$ cat src/rtl/b2bcd_arbiter.sv
// b2bcd_arbiter: round-robin arbiter sequencing N_REQ requesters through one shared B2BCD converter
module b2bcd_arbiter #(
    parameter int N_REQ  = 4,
    parameter int SETTLE = 1
) (
    input  logic                       clk,
    input  logic                       rst,
    input  logic [N_REQ-1:0]           req,
    input  logic [8*N_REQ-1:0]         data_in,
    output logic [N_REQ-1:0]           ack,
    output logic [11:0]                bcd_out,
    output logic [$clog2(N_REQ)-1:0]   grant_id,
    output logic                       busy,
    output logic [7:0]                 conv_bin,
    input  logic [3:0]                 conv_hundreds,
    input  logic [3:0]                 conv_tens,
    input  logic [3:0]                 conv_ones
);
    localparam int IW = $clog2(N_REQ);
    typedef enum logic [1:0] {IDLE, WAIT, ACK} state_t;
    state_t state_q, state_d;
    logic [IW-1:0] ptr_q, ptr_d, grant_q, grant_d, win;
    logic [3:0] cnt_q, cnt_d;
    logic [7:0] bin_q, bin_d;
    logic [11:0] bcd_q, bcd_d;
    logic [N_REQ-1:0] ack_q, ack_d;
    logic settled;
    function automatic int wrap(input int v);
        return v >= N_REQ ? v - N_REQ : v;
    endfunction
    // scanning from the far end lets the closest-to-ptr requester overwrite the rest
    always_comb begin
        win = '0;
        for (int k = N_REQ - 1; k >= 0; k--)
            if (req[wrap(int'(ptr_q) + k)]) win = IW'(wrap(int'(ptr_q) + k));
    end
    assign settled = cnt_q == 4'(SETTLE - 1);
    always_ff @(posedge clk)
        if (rst) begin
            state_q <= IDLE;
            ptr_q   <= '0;
            grant_q <= '0;
            cnt_q   <= '0;
            bin_q   <= '0;
            bcd_q   <= '0;
            ack_q   <= '0;
        end else begin
            state_q <= state_d;
            ptr_q   <= ptr_d;
            grant_q <= grant_d;
            cnt_q   <= cnt_d;
            bin_q   <= bin_d;
            bcd_q   <= bcd_d;
            ack_q   <= ack_d;
        end
    always_comb begin
        state_d = state_q == IDLE ? (|req ? WAIT : IDLE)
                : state_q == WAIT ? (settled ? ACK : WAIT)
                : IDLE;
    end
    always_comb begin
        ptr_d   = ptr_q;
        grant_d = grant_q;
        cnt_d   = cnt_q;
        bin_d   = bin_q;
        bcd_d   = bcd_q;
        ack_d   = '0;
        if (state_q == IDLE && |req) begin
            grant_d = win;
            bin_d   = data_in[8*int'(win) +: 8];
            cnt_d   = '0;
        end
        if (state_q == WAIT) begin
            cnt_d = cnt_q + 4'd1;
            if (settled) begin
                bcd_d          = {conv_hundreds, conv_tens, conv_ones};
                ack_d[grant_q] = 1'b1;
            end
        end
        if (state_q == ACK)
            ptr_d = int'(grant_q) == N_REQ - 1 ? '0 : grant_q + IW'(1);
    end
    assign ack      = ack_q;
    assign bcd_out  = bcd_q;
    assign grant_id = grant_q;
    assign conv_bin = bin_q;
    assign busy     = state_q != IDLE;
endmodule

$ cat config.mk
export PLATFORM = sky130hd
export DESIGN_NAME = b2bcd_arbiter
export DESIGN_NICKNAME = d
export VERILOG_FILES = /design/src/rtl/b2bcd_arbiter.sv
export SDC_FILE = /design/constraint.sdc
export NUM_CORES = 1
export LEC_CHECK = 0
export CAP_MARGIN = 20
export CORE_MARGIN = 3
export CORE_UTILIZATION = 46
export CTS_BUF_LIST = sky130_fd_sc_hd__clkbuf_2
export DETAILED_ROUTE_END_ITERATION = 7
export PLACE_DENSITY = 0.88
export SYNTH_ARGS = -nofsm -noshare
export SYNTH_HDL_FRONTEND = slang
export SYNTH_SLANG_ARGS = --single-unit
$ cat constraint.sdc
create_clock -name clk -period 3.55 [get_ports clk]
set_input_delay 0.71 -clock clk [delete_from_list [all_inputs] [get_ports clk]]
set_output_delay 0.71 -clock clk [all_outputs]
set_load 0.005 [all_outputs]
# Word level (Yosys, flattened, before mapping)
# Cells that the tools add are included.
classes:
  n_addsub: 9
  mul: 0
  div: 0
  order_cmp: 10
  eq_ne: 3
  shift: 1
  muxes: 29
  bitwise: 2
  n_reduce_logical: 9
ops:
  columns: ["op", "n"]
  rows:
  - ["$lt 32x4->1 const B", 4]
  - ["$mux 32", 4]
  - ["$shiftx 32x6->8", 1]
  - ["$mux 2", 8]
  - ["$sub 3x3->4 const B", 3]
  - ["$mux 1", 10]
  - ["$ge 3x3->1 const B", 3]
  - ["$bmux 1 s2", 4]
  - ["$mux 4", 2]
  - ["$add 2x2->3 const B", 2]
  - ["$add 4x1->4 const B", 1]
  - ["$eq 2x1->1 const B", 2]
  - ["$logic_not 4->1", 1]
  - ["$reduce_bool 2->1", 2]
  - ["$reduce_or 4->1", 1]
  - ["$sub 2x3->4 const B", 1]
  - ["$add 2x1->3 const B", 1]
  - ["$ge 2x3->1 const B", 1]
  - ["$lt 2x3->1 const B", 1]
  - ["$reduce_or 3->1", 1]
  - ["$add 2x1->2 const B", 1]
  - ["$demux 1 s2", 1]
  - ["$eq 2x2->1 const B", 1]
  - ["$ge 2x1->1 const B", 1]
  - ["other kinds (4)", 6]
totals:
  register_bits: 34
  latch_bits: 0
  mem_bits_rw: 0
  rom_bits: 0
  inputBits: 50
  out_inout_bits: 27
  wordCells: 70
  mem_count: 0

# Logic depth before layout (Yosys ltp)
# Gate-level depths: netlist of the first run.
depth:
  depth_word: 11
  depth_mapped: 6
  ltp_nobuf: 5

# Worst setup path before layout of the first run
# No wires, ideal clock.
synth_path:
  path_kind: "in2reg"
  start: "in req[0]"
  end: "reg bin_q[0], in the netlist conv_bin[0]"
  setup_time_ps: 128
  arrival_ps: 1720
  required_time_ps: 3422
  slack_ps: 1703
  path_stages: 6
  n_path_buf: 1
  cell_sequence: "a21oi_2 -> o21ai_2 -> a21oi_4 -> buf_12 -> mux2i_1 -> o221ai_2"
synth_between:
  elab_chain_cells: 8
  word_cells_on_any_way: 19
  cone_classes: "shift: 1; mux: 16; reduce/logical: 2"
synth_lines:
  columns: ["item", "line", "text"]
  rows:
  - ["from (decl)", "8", "input logic [N_REQ-1:0] req,"]
  - ["$bmux 1 s2", "35", "if (req[wrap(int'(ptr_q) + k)]) win = IW'(wrap(int'(ptr_q) + k));"]
  - ["$mux 1 (not written as such) (2 in a row)", "35", null]
  - ["$mux 2 (4 in a row)", "35", null]
  - ["$shiftx 32x6->8", "70", "bin_d = data_in[8*int'(win) +: 8];"]
  - ["to (signal assigned)", "52", "bin_q <= bin_d;"]
  - ["to (decl)", "24", "logic [7:0] bin_q, bin_d;"]
# Several ways; a longest one is shown, not always the timed one. The select of a mux whose other input is x is not followed.
# A chain may end at the register's enable or synchronous reset.

# Worst setup path in the final report of the first run
layout_path:
  start: "in req[0]"
  end: "reg bin_q[1], in the netlist conv_bin[1]"
# Same word-level chain as after synthesis.

==> results of run 1 <==
==> routing by layer <==
metal  vias up  GRT usage (%)
met4         0           10.4
met1       668           21.5
met2        42           32.3
met3        11           3.91
met5         -              0
li1        723              -
==> Yosys cell counts, drive strengths merged <==
master / instances / area share, %
a21oi: 10 / 4.2
a221o: 1 / 0.61
a31o: 1 / 1.1
and2: 6 / 2.3
and2b: 1 / 0.46
buf: 4 / 2.6
clkbuf: 2 / 0.46
dfxtp: 34 / 41
ha: 6 / 4.6
inv: 9 / 2.0
mux2i: 31 / 19
nand2: 12 / 2.9
nand2b: 3 / 1.1
nand3: 3 / 0.91
nand3b: 1 / 0.46
nor2: 25 / 5.8
nor2b: 2 / 0.76
o21ai: 3 / 1.1
o221ai: 9 / 7.8
or2: 1 / 0.38
or3: 1 / 0.38
==> sequential cells by signal, indices dropped and copies added (netlist names) <==
name / cells
state_q: 2
cnt_q: 4
bcd_out: 12
ack: 4
ptr_q: 2
grant_id: 2
conv_bin: 8
==> where the power goes <==
| part | switching [mW] | internal, mW | leakage [nW] |
|---|---|---|---|
| clock network | 0.139 | 0.191 | 0.0532 |
| registers | 0.0231 | 0.417 | 0.278 |
| logic | 0.111 | 0.166 | 0.689 |
| total | 0.273 | 0.774 | 1.02 |
==> worst register-to-register path, stage by stage, from the launching register on <==
cell,delay [ns]
dfxtp_1,0.36
and2b_1,0.26
nand3_1,0.58
nor2_1,0.47
and2_1,0.18
==> logic make-up after synthesis <==
family                   after synthesis
AND/OR/NAND/NOR                       55
AO/OA/AOI/OAI                         24
buffers and inverters                 15
adder cells (fa/ha/maj)                6
multiplexers                          31
flip-flops                            34
==> final cells by class <==
class	instances	area, µm²	area share (%)
inverters	9	33.8	1.34
clock buffers	5	25.0	0.994
clock inverters	3	68.8	2.73
repair buffers	77	768	30.5
multi-input cells	116	885	35.1
well taps	46	57.6	2.29
flip-flops and latches	34	681	27.0
==> how the worst max path moves through the flow <==
stage,from,endpoint
6_report,req[0],conv_bin[1]$_SDFFE_PP0P_
5_1_grt,req[1],conv_bin[2]$_SDFFE_PP0P_
4_1_cts,state_q[0]$_SDFF_PP0_,busy
3_5_place_dp,req[0],conv_bin[1]$_SDFFE_PP0P_
3_3_place_gp,req[1],conv_bin[3]$_SDFFE_PP0P_
2_1_floorplan,req[0],conv_bin[0]$_SDFFE_PP0P_
==> per-stage QoR <==
stage,hold slack [ns],utilization (%),instances,total power [mW]
2_1_floorplan,0.462,-,165,0.590
3_3_place_gp,0.456,71.5,282,0.721
3_5_place_dp,0.451,71.5,282,0.726
4_1_cts,0.500,74.3,290,1.06
5_1_grt,0.525,74.3,290,1.10
6_report,0.497,74.3,290,1.05
==> results.txt, run 1 <==
Compound-Gate Fraction of Synth Area -> 14.8%
Top sig layer -> met4
Setup WS pre-CTS -> 0.909 ns
Adder-Cell Fraction of Synth Area -> 4.55%
Setup TNS -> 0 ns
Reg-to-Reg Start -> state_q[1]$_SDFF_PP0_
Clock Latency Late Sink -> 0.38 ns
HP Start -> conv_bin[5]$_SDFFE_PP0P_
Mean Syn Cell Area -> 9.99 µm²
Postcts setup bufs -> 0
PwrDens -> 416 nW/µm²
WS Path Type -> in -> reg
Clock transition at path regs -> 0.19 ns
Clk Tree Root Cell -> clkbuf_2
Max-cap violations -> 0
Worst path arrival time -> 2.47 ns
Num CTS Buffers -> 5
Initial Utilization -> 48.7%
Initial antenna violation count -> 0
Die extent in y -> 65.9 µm
Post-Syn Instances -> 165
Sequential share of the synthesized area -> 41.3%
Clk_skew -> 0.0131 ns
DR iter-0 viols -> 46
Slew margin rel. -> 46.9%
Delay-heaviest family, CP -> compound AO/OA/AOI/OAI gates
Routed Antenna Nets -> 0
H-Tree Depth -> 2
Overflow after GRT -> 0
Min Tclk post-route -> 2.19 ns
Final Worst Setup Slack -> 1.36 ns
Multiplexer share of the synthesized area -> 18.8%
Wire length on met2 -> 2000 µm
First-pass GRT wire length -> 6220 µm
CP Cell Sequence -> clkdlybuf4s50_1 > a21oi_2 > o21ai_2 > a21oi_4 > mux2i_1 > o221ai_2
Synth Cell Area -> 1650 µm²
Crit. path cell count -> 6
Commonest non-fill, non-tap cell in the layout -> clkdlybuf4s50_1
Critical path data required time -> 3.83 ns
Max Root-Sink Buffers -> 2
CTS tree -> done
Worst r2r path cells -> 4
Register-to-register path setup slack -> 1.66 ns
Cell variety after synth -> 30
Final period util -> 61.7%
Slowest cell on the critical path -> a21oi_4
Total Routing Usage GR -> 18.8%
Startpoint types -> primary input
Peak supply drop -> 292 µV
DR vias/cell -> 4.98
IO Pins -> 77
Most frequent cells in the layout -> clkdlybuf4s50_1, dfxtp_1, mux2i_1
Hold Vio Cnt, Final -> 0
Port bufs -> 76
FP Rows -> 21
Final HPWL from detailed placement -> 3020 µm
Unrepaired setup endpoints after global routing -> no
Worst Hold Depth -> 2
Register bit total from synthesis -> 34
Fraction of layout cells with a size suffix above 1 -> 9.84%
Fmax -> 456 MHz
Drt pass-1 iters -> 4
Crit-path max FO -> 17
Cts hold-fix bufs -> 0
Final wirelength -> 3900 µm
CP bufs+invs -> 1
Vias -> 1444
Die area -> 4340 µm²
CTS resizes -> 0
Pleak -> 1.02 nW
Largest net degree at the start of global routing -> 25
# diodes -> 0
Simple-gate area share of the yosys netlist -> 15.5%
Routed length on met3 -> 161 µm
P&R area growth vs syn -> 52.7%
Status -> finished clean
Vias in the first global route -> 1385
Hold EP -> conv_bin[5]$_SDFFE_PP0P_
CP endpoint kind -> flop
FF-to-FF End -> ack[0]$_SDFF_PP0_
Fin. max-slew vios -> 0
Die extent in x -> 65.9 µm
GPL Wtd Cong -> 0.788
Hold crit path type -> reg -> reg
Final instance area -> 2520 µm²
# fillers -> 247
Wl on met1 -> 1630 µm
CTS sink cnt -> 34
Nets@finish -> 299
Cell Area, Placed -> 2420 µm²
WL per Instance -> 13.4 µm
Largest family of logic cells by synthesized area -> multiplexers
CP peak stage delay -> 0.57 ns
YS warnings -> 0
Residual DRC -> 0
Worst slew pin tran -> 0.794 ns
Synthesized net count -> 221
Post-Synth XOR/XNOR Area -> 0%
Core box area -> 3390 µm²
Final Setup Violations -> 0
Power figures use the tool's default switching activity.
==> inputs of run 2 (changes only) <==
Settings changed: CORE_UTILIZATION 46 to 38, PLACE_DENSITY 0.88 to 0.78.
Clock period 3.55 ns to 1.8 ns, I/O delays scaled along.
==> results.txt, run 2 (synthesized netlist as in run 1, its figures left out) <==
Max-cap violations -> 0
Postcts setup bufs -> 0
WL per Instance -> 13.1 µm
Clk_skew -> 0.0119 ns
Startpoint types -> flop
Clock Latency Late Sink -> 0.37 ns
Pleak -> 1.06 nW
H-Tree Depth -> 2
Unrepaired setup endpoints after global routing -> no
CP Cell Sequence -> clkdlybuf4s50_1
Final Setup Violations -> 0
Commonest non-fill, non-tap cell in the layout -> clkdlybuf4s50_1
Clock transition at path regs -> 0.17 ns
DP Cell Count -> 296
Initial antenna violation count -> 0
Fin cells -> 304
Crit-path max FO -> 5
Overflow after GRT -> 0
Die extent in x -> 71.9 µm
Most frequent cells in the layout -> clkdlybuf4s50_1, dfxtp_1, mux2i_1
P&R area growth vs syn -> 55.8%
Status -> finished clean
Peak supply drop -> 416 µV
Num CTS Buffers -> 5
Setup TNS -> 0 ns
Setup WS pre-CTS -> -0.246 ns
Critical path data required time -> 1.44 ns
Slew margin rel. -> 67.2%
Final instance area -> 2570 µm²
DR iter-0 viols -> 39
CTS sink cnt -> 34
Die extent in y -> 71.9 µm
Total Routing Usage GR -> 16.0%
Worst path arrival time -> 1.35 ns
Min Tclk post-route -> 1.71 ns
Die area -> 5170 µm²
Final wirelength -> 3980 µm
CP peak stage delay -> 0.53 ns
Core box area -> 4090 µm²
GPL Wtd Cong -> 0.769
Delay-heaviest family, CP -> buffers and inverters
# diodes -> 0
Slowest cell on the critical path -> clkdlybuf4s50_1
Final HPWL from detailed placement -> 3180 µm
CTS tree -> done
Max Root-Sink Buffers -> 2
Vias -> 1440
FP Rows -> 23
Final Worst Setup Slack -> 0.0946 ns
CP endpoint kind -> primary output
Routed Antenna Nets -> 0
# fillers -> 331
Number of flip-flops in the largest register -> 12
IO Pins -> 77
Fraction of layout cells with a size suffix above 1 -> 13.8%
DR vias/cell -> 4.74
Vias in the first global route -> 1367
Final Core Density -> 62.9%
WS Path Type -> reg -> out
Cell Area, Placed -> 2530 µm²
Drt pass-1 iters -> 4
Nets@finish -> 309
Fmax -> 586 MHz
Port bufs -> 76
Largest net degree at the start of global routing -> 18
Initial Utilization -> 40.4%
CP bufs+invs -> 1
Final period util -> 94.7%
Residual DRC -> 0
PwrDens -> 701 nW/µm²
Hold Vio Cnt, Final -> 0
Hold crit path type -> reg -> reg
Worst slew pin tran -> 0.491 ns
Fin. max-slew vios -> 0
Cts hold-fix bufs -> 0
Clk Tree Root Cell -> clkbuf_2
First-pass GRT wire length -> 6400 µm
==> run 2: changes by cell type in the layout (fill, tap and decap cells not counted), sizes merged <==
cell	change
bufinv	-2
clkinv	+1
clkdlybuf4s50	-1
clkbuf	+1
buf	+10
dlygate4sd2	+1
==> run 2: power by group <==
| part | internal (mW) | leakage (nW) | switching [mW] | total (mW) |
|---|---|---|---|---|
| Sequential | 0.824 | 0.279 | 0.0431 | 0.867 |
| Clock | 0.0955 | 0.0304 | 0.250 | 0.346 |
| Combinational | 0.361 | 0.749 | 0.229 | 0.589 |
==> run 2: path summary, 6_finish.rpt <==
path              slack (ns)                        to                startpoint  depth (start not counted)
setup / recovery        0.09               grant_id[1]  grant_id[1]$_SDFFE_PP0P_                          1
hold / removal          0.49  conv_bin[1]$_SDFFE_PP0P_  conv_bin[1]$_SDFFE_PP0P_                          2
setup reg to reg        0.30  conv_bin[5]$_SDFFE_PP0P_     ptr_q[1]$_SDFFE_PP0N_                          6
hold reg to reg         0.49  conv_bin[1]$_SDFFE_PP0P_  conv_bin[1]$_SDFFE_PP0P_                          2
==> run 2: through the flow <==
stage / hold slack, ns / power, mW
after floorplan: 0.429 / 1.16
after global placement: 0.448 / 1.47
after detailed placement: 0.455 / 1.48
after CTS: 0.491 / 1.83
after global routing: 0.522 / 1.92
final: 0.487 / 1.80
==> run 2: layout make-up <==
type / count / area (µm²) / area share, %
clock inverters: 2 / 8.76 / 0.341
flip-flops and latches: 34 / 683 / 26.6
multi-input cells: 116 / 885 / 34.4
well taps: 50 / 62.6 / 2.43
repair buffers: 87 / 867 / 33.7
inverters: 9 / 33.8 / 1.31
clock buffers: 6 / 30.0 / 1.17
==> run 2: metal layers <==
| layer | routed length, µm | track usage, % | vias to the layer above |
|---|---|---|---|
| met1 | 1780 | 20.8 | 649 |
| li1 | - | - | 751 |
| met3 | 149 | 3.79 | 8 |
| met2 | 1970 | 25.1 | 32 |
| met5 | 0 | 0 | - |
| met4 | 74 | 6.89 | 0 |
==> run 2: repair_timing <==
action,in CTS,in global routing
hold endpoints to repair,0,0
endpoints found under the setup margin,1,1
resized for setup,2,1
==> inputs of run 3 (changes only) <==
Settings changed: ABC_AREA from default to 1, CORE_UTILIZATION 38 to 40, HOLD_SLACK_MARGIN from default to 0.08.
==> results.txt, run 3 <==
# diodes -> 0
Delay-heaviest family, CP -> buffers and inverters
CP peak stage delay -> 0.52 ns
Max-cap violations -> 0
Critical path data required time -> 1.44 ns
CP Cell Sequence -> clkdlybuf4s50_1
Startpoint types -> flop
Mean Syn Cell Area -> 6.61 µm²
YS warnings -> 0
Initial antenna violation count -> 0
Slowest cell on the critical path -> clkdlybuf4s50_1
Worst path arrival time -> 1.33 ns
CTS tree -> done
Final Worst Setup Slack -> 0.114 ns
Fin. max-slew vios -> 0
Synthesized net count -> 344
Largest area contributor in the synthesized netlist -> dfxtp_1
Share of async-settable or async-resettable flops after synthesis -> 0%
Vias -> 2012
Vias in the first global route -> 1864
CTS sink cnt -> 34
Final HPWL from detailed placement -> 3620 µm
Final wirelength -> 4720 µm
Most frequent cells in the layout -> clkdlybuf4s50_1, nand2_1, nor2_1
Cell variety after synth -> 29
Cts hold-fix bufs -> 0
Fmax -> 593 MHz
Clock Latency Late Sink -> 0.38 ns
P&R area growth vs syn -> 49.3%
H-Tree Depth -> 2
Final Core Density -> 63.6%
WS Path Type -> reg -> out
Drt pass-1 iters -> 4
Die extent in x -> 75 µm
Overflow after GRT -> 0
Hold Vio Cnt, Final -> 0
Total Routing Usage GR -> 18.0%
Commonest non-fill, non-tap cell in the layout -> clkdlybuf4s50_1
CP endpoint kind -> primary output
CP bufs+invs -> 1
Routed Antenna Nets -> 0
Clock transition at path regs -> 0.17 ns
Status -> finished clean
Setup WS pre-CTS -> -0.242 ns
Cell Area, Placed -> 2770 µm²
Fraction of layout cells with a size suffix above 1 -> 11.9%
Port bufs -> 76
Final instance area -> 2840 µm²
Postcts setup bufs -> 0
Max Root-Sink Buffers -> 2
CTS resizes -> 1
EDFF count, synth -> 0
Register bit total from synthesis -> 34
WHS -> 0.503 ns
Min Tclk post-route -> 1.69 ns
Num CTS Buffers -> 5
First-pass GRT wire length -> 7850 µm
Residual DRC -> 0
Final Setup Violations -> 0
Final period util -> 93.7%
Top cells by area, synth -> dfxtp_1, nand2_1, nor2_1
PwrDens -> 790 nW/µm²
Clk Tree Root Cell -> clkbuf_2
Largest net degree at the start of global routing -> 21
Hold crit path type -> reg -> reg
FP Rows -> 24
Crit-path max FO -> 4
Pleak -> 1.35 nW
Synth Flop Type -> dfxtp_1
Clk_skew -> 0.0108 ns
Worst slew pin tran -> 0.455 ns
Die extent in y -> 75 µm
Sequential share of the synthesized area -> 35.7%
WL per Instance -> 11.0 µm
Number of flip-flops in the largest register -> 12
Most frequent cell after synthesis -> nand2_1
GPL Wtd Cong -> 0.800
Core box area -> 4470 µm²
Top cell type's share of synthesized area -> 35.7%
DR vias/cell -> 4.69
Commonest cells post-synth -> nand2_1, nor2_1, inv_1
Initial Utilization -> 42.6%
IO Pins -> 77
Peak supply drop -> 465 µV
Die area -> 5630 µm²
DR iter-0 viols -> 57
Slew margin rel. -> 69.6%
Nets@finish -> 432
Synth Cell Area -> 1900 µm²
Post-Syn Instances -> 288
## run 3: cell count changes in the layout (fill, tap and decap cells not counted), sizes merged, moves of 16 or more
cell   delta
nand2    +50
inv      +40
mux2i    -31
nor2     +29
nand3    +28
o21ai    +16
## run 3: path summary, 6_finish.rpt
kind	slack (ns)	to	cells after the start	start
max	0.11	grant_id[0]	1	grant_id[0]$_SDFFE_PP0P_
max reg2reg	0.15	conv_bin[0]$_SDFFE_PP0P_	14	ptr_q[0]$_SDFFE_PP0N_
min	0.50	cnt_q[3]$_SDFFE_PP0P_	2	cnt_q[3]$_SDFFE_PP0P_
min reg2reg	0.50	cnt_q[3]$_SDFFE_PP0P_	2	cnt_q[3]$_SDFFE_PP0P_
## run 3: report_power, final
group | switching, mW | internal, mW | leakage [nW]
sequential | 0.0647 | 0.861 | 0.281
combinational | 0.471 | 0.503 | 1.04
clock | 0.250 | 0.0954 | 0.0304
## run 3: cell families after synthesis
logic type	after synthesis	synth area share [%]
adder cells (fa/ha/maj)	6	3.94
AND/OR/NAND/NOR	153	36.5
AO/OA/AOI/OAI	36	10.4
flip-flops	34	35.7
buffers and inverters	59	13.4
## run 3: metal layers
layer / global-route usage, % / wire, µm / vias up
li1: - / - / 1067
met1: 23.5 / 2130 / 879
met2: 28.3 / 2190 / 58
met3: 5.47 / 332 / 8
met4: 5.93 / 68 / 0
met5: 0 / 0 / -
## run 3: area by class of cell
type,count,area [µm²]
Clock buffer,6,30.0
Inverter,49,186
Sequential cell,34,688
Tap cell,52,65.1
Timing Repair Buffer,91,880
Multi-Input combinational cell,195,986
Clock inverter,2,8.76
Fill cell,413,1630
## run 3: metrics by stage
step / power, mW / instances / setup TNS (ns)
after detailed placement: 1.90 / 421 / -2.52
after global placement: 1.88 / 421 / -1.94
final: 2.25 / 429 / 0
after CTS: 2.25 / 429 / 0
after floorplan: 1.46 / 288 / 0
after global routing: 2.43 / 429 / -0.00458
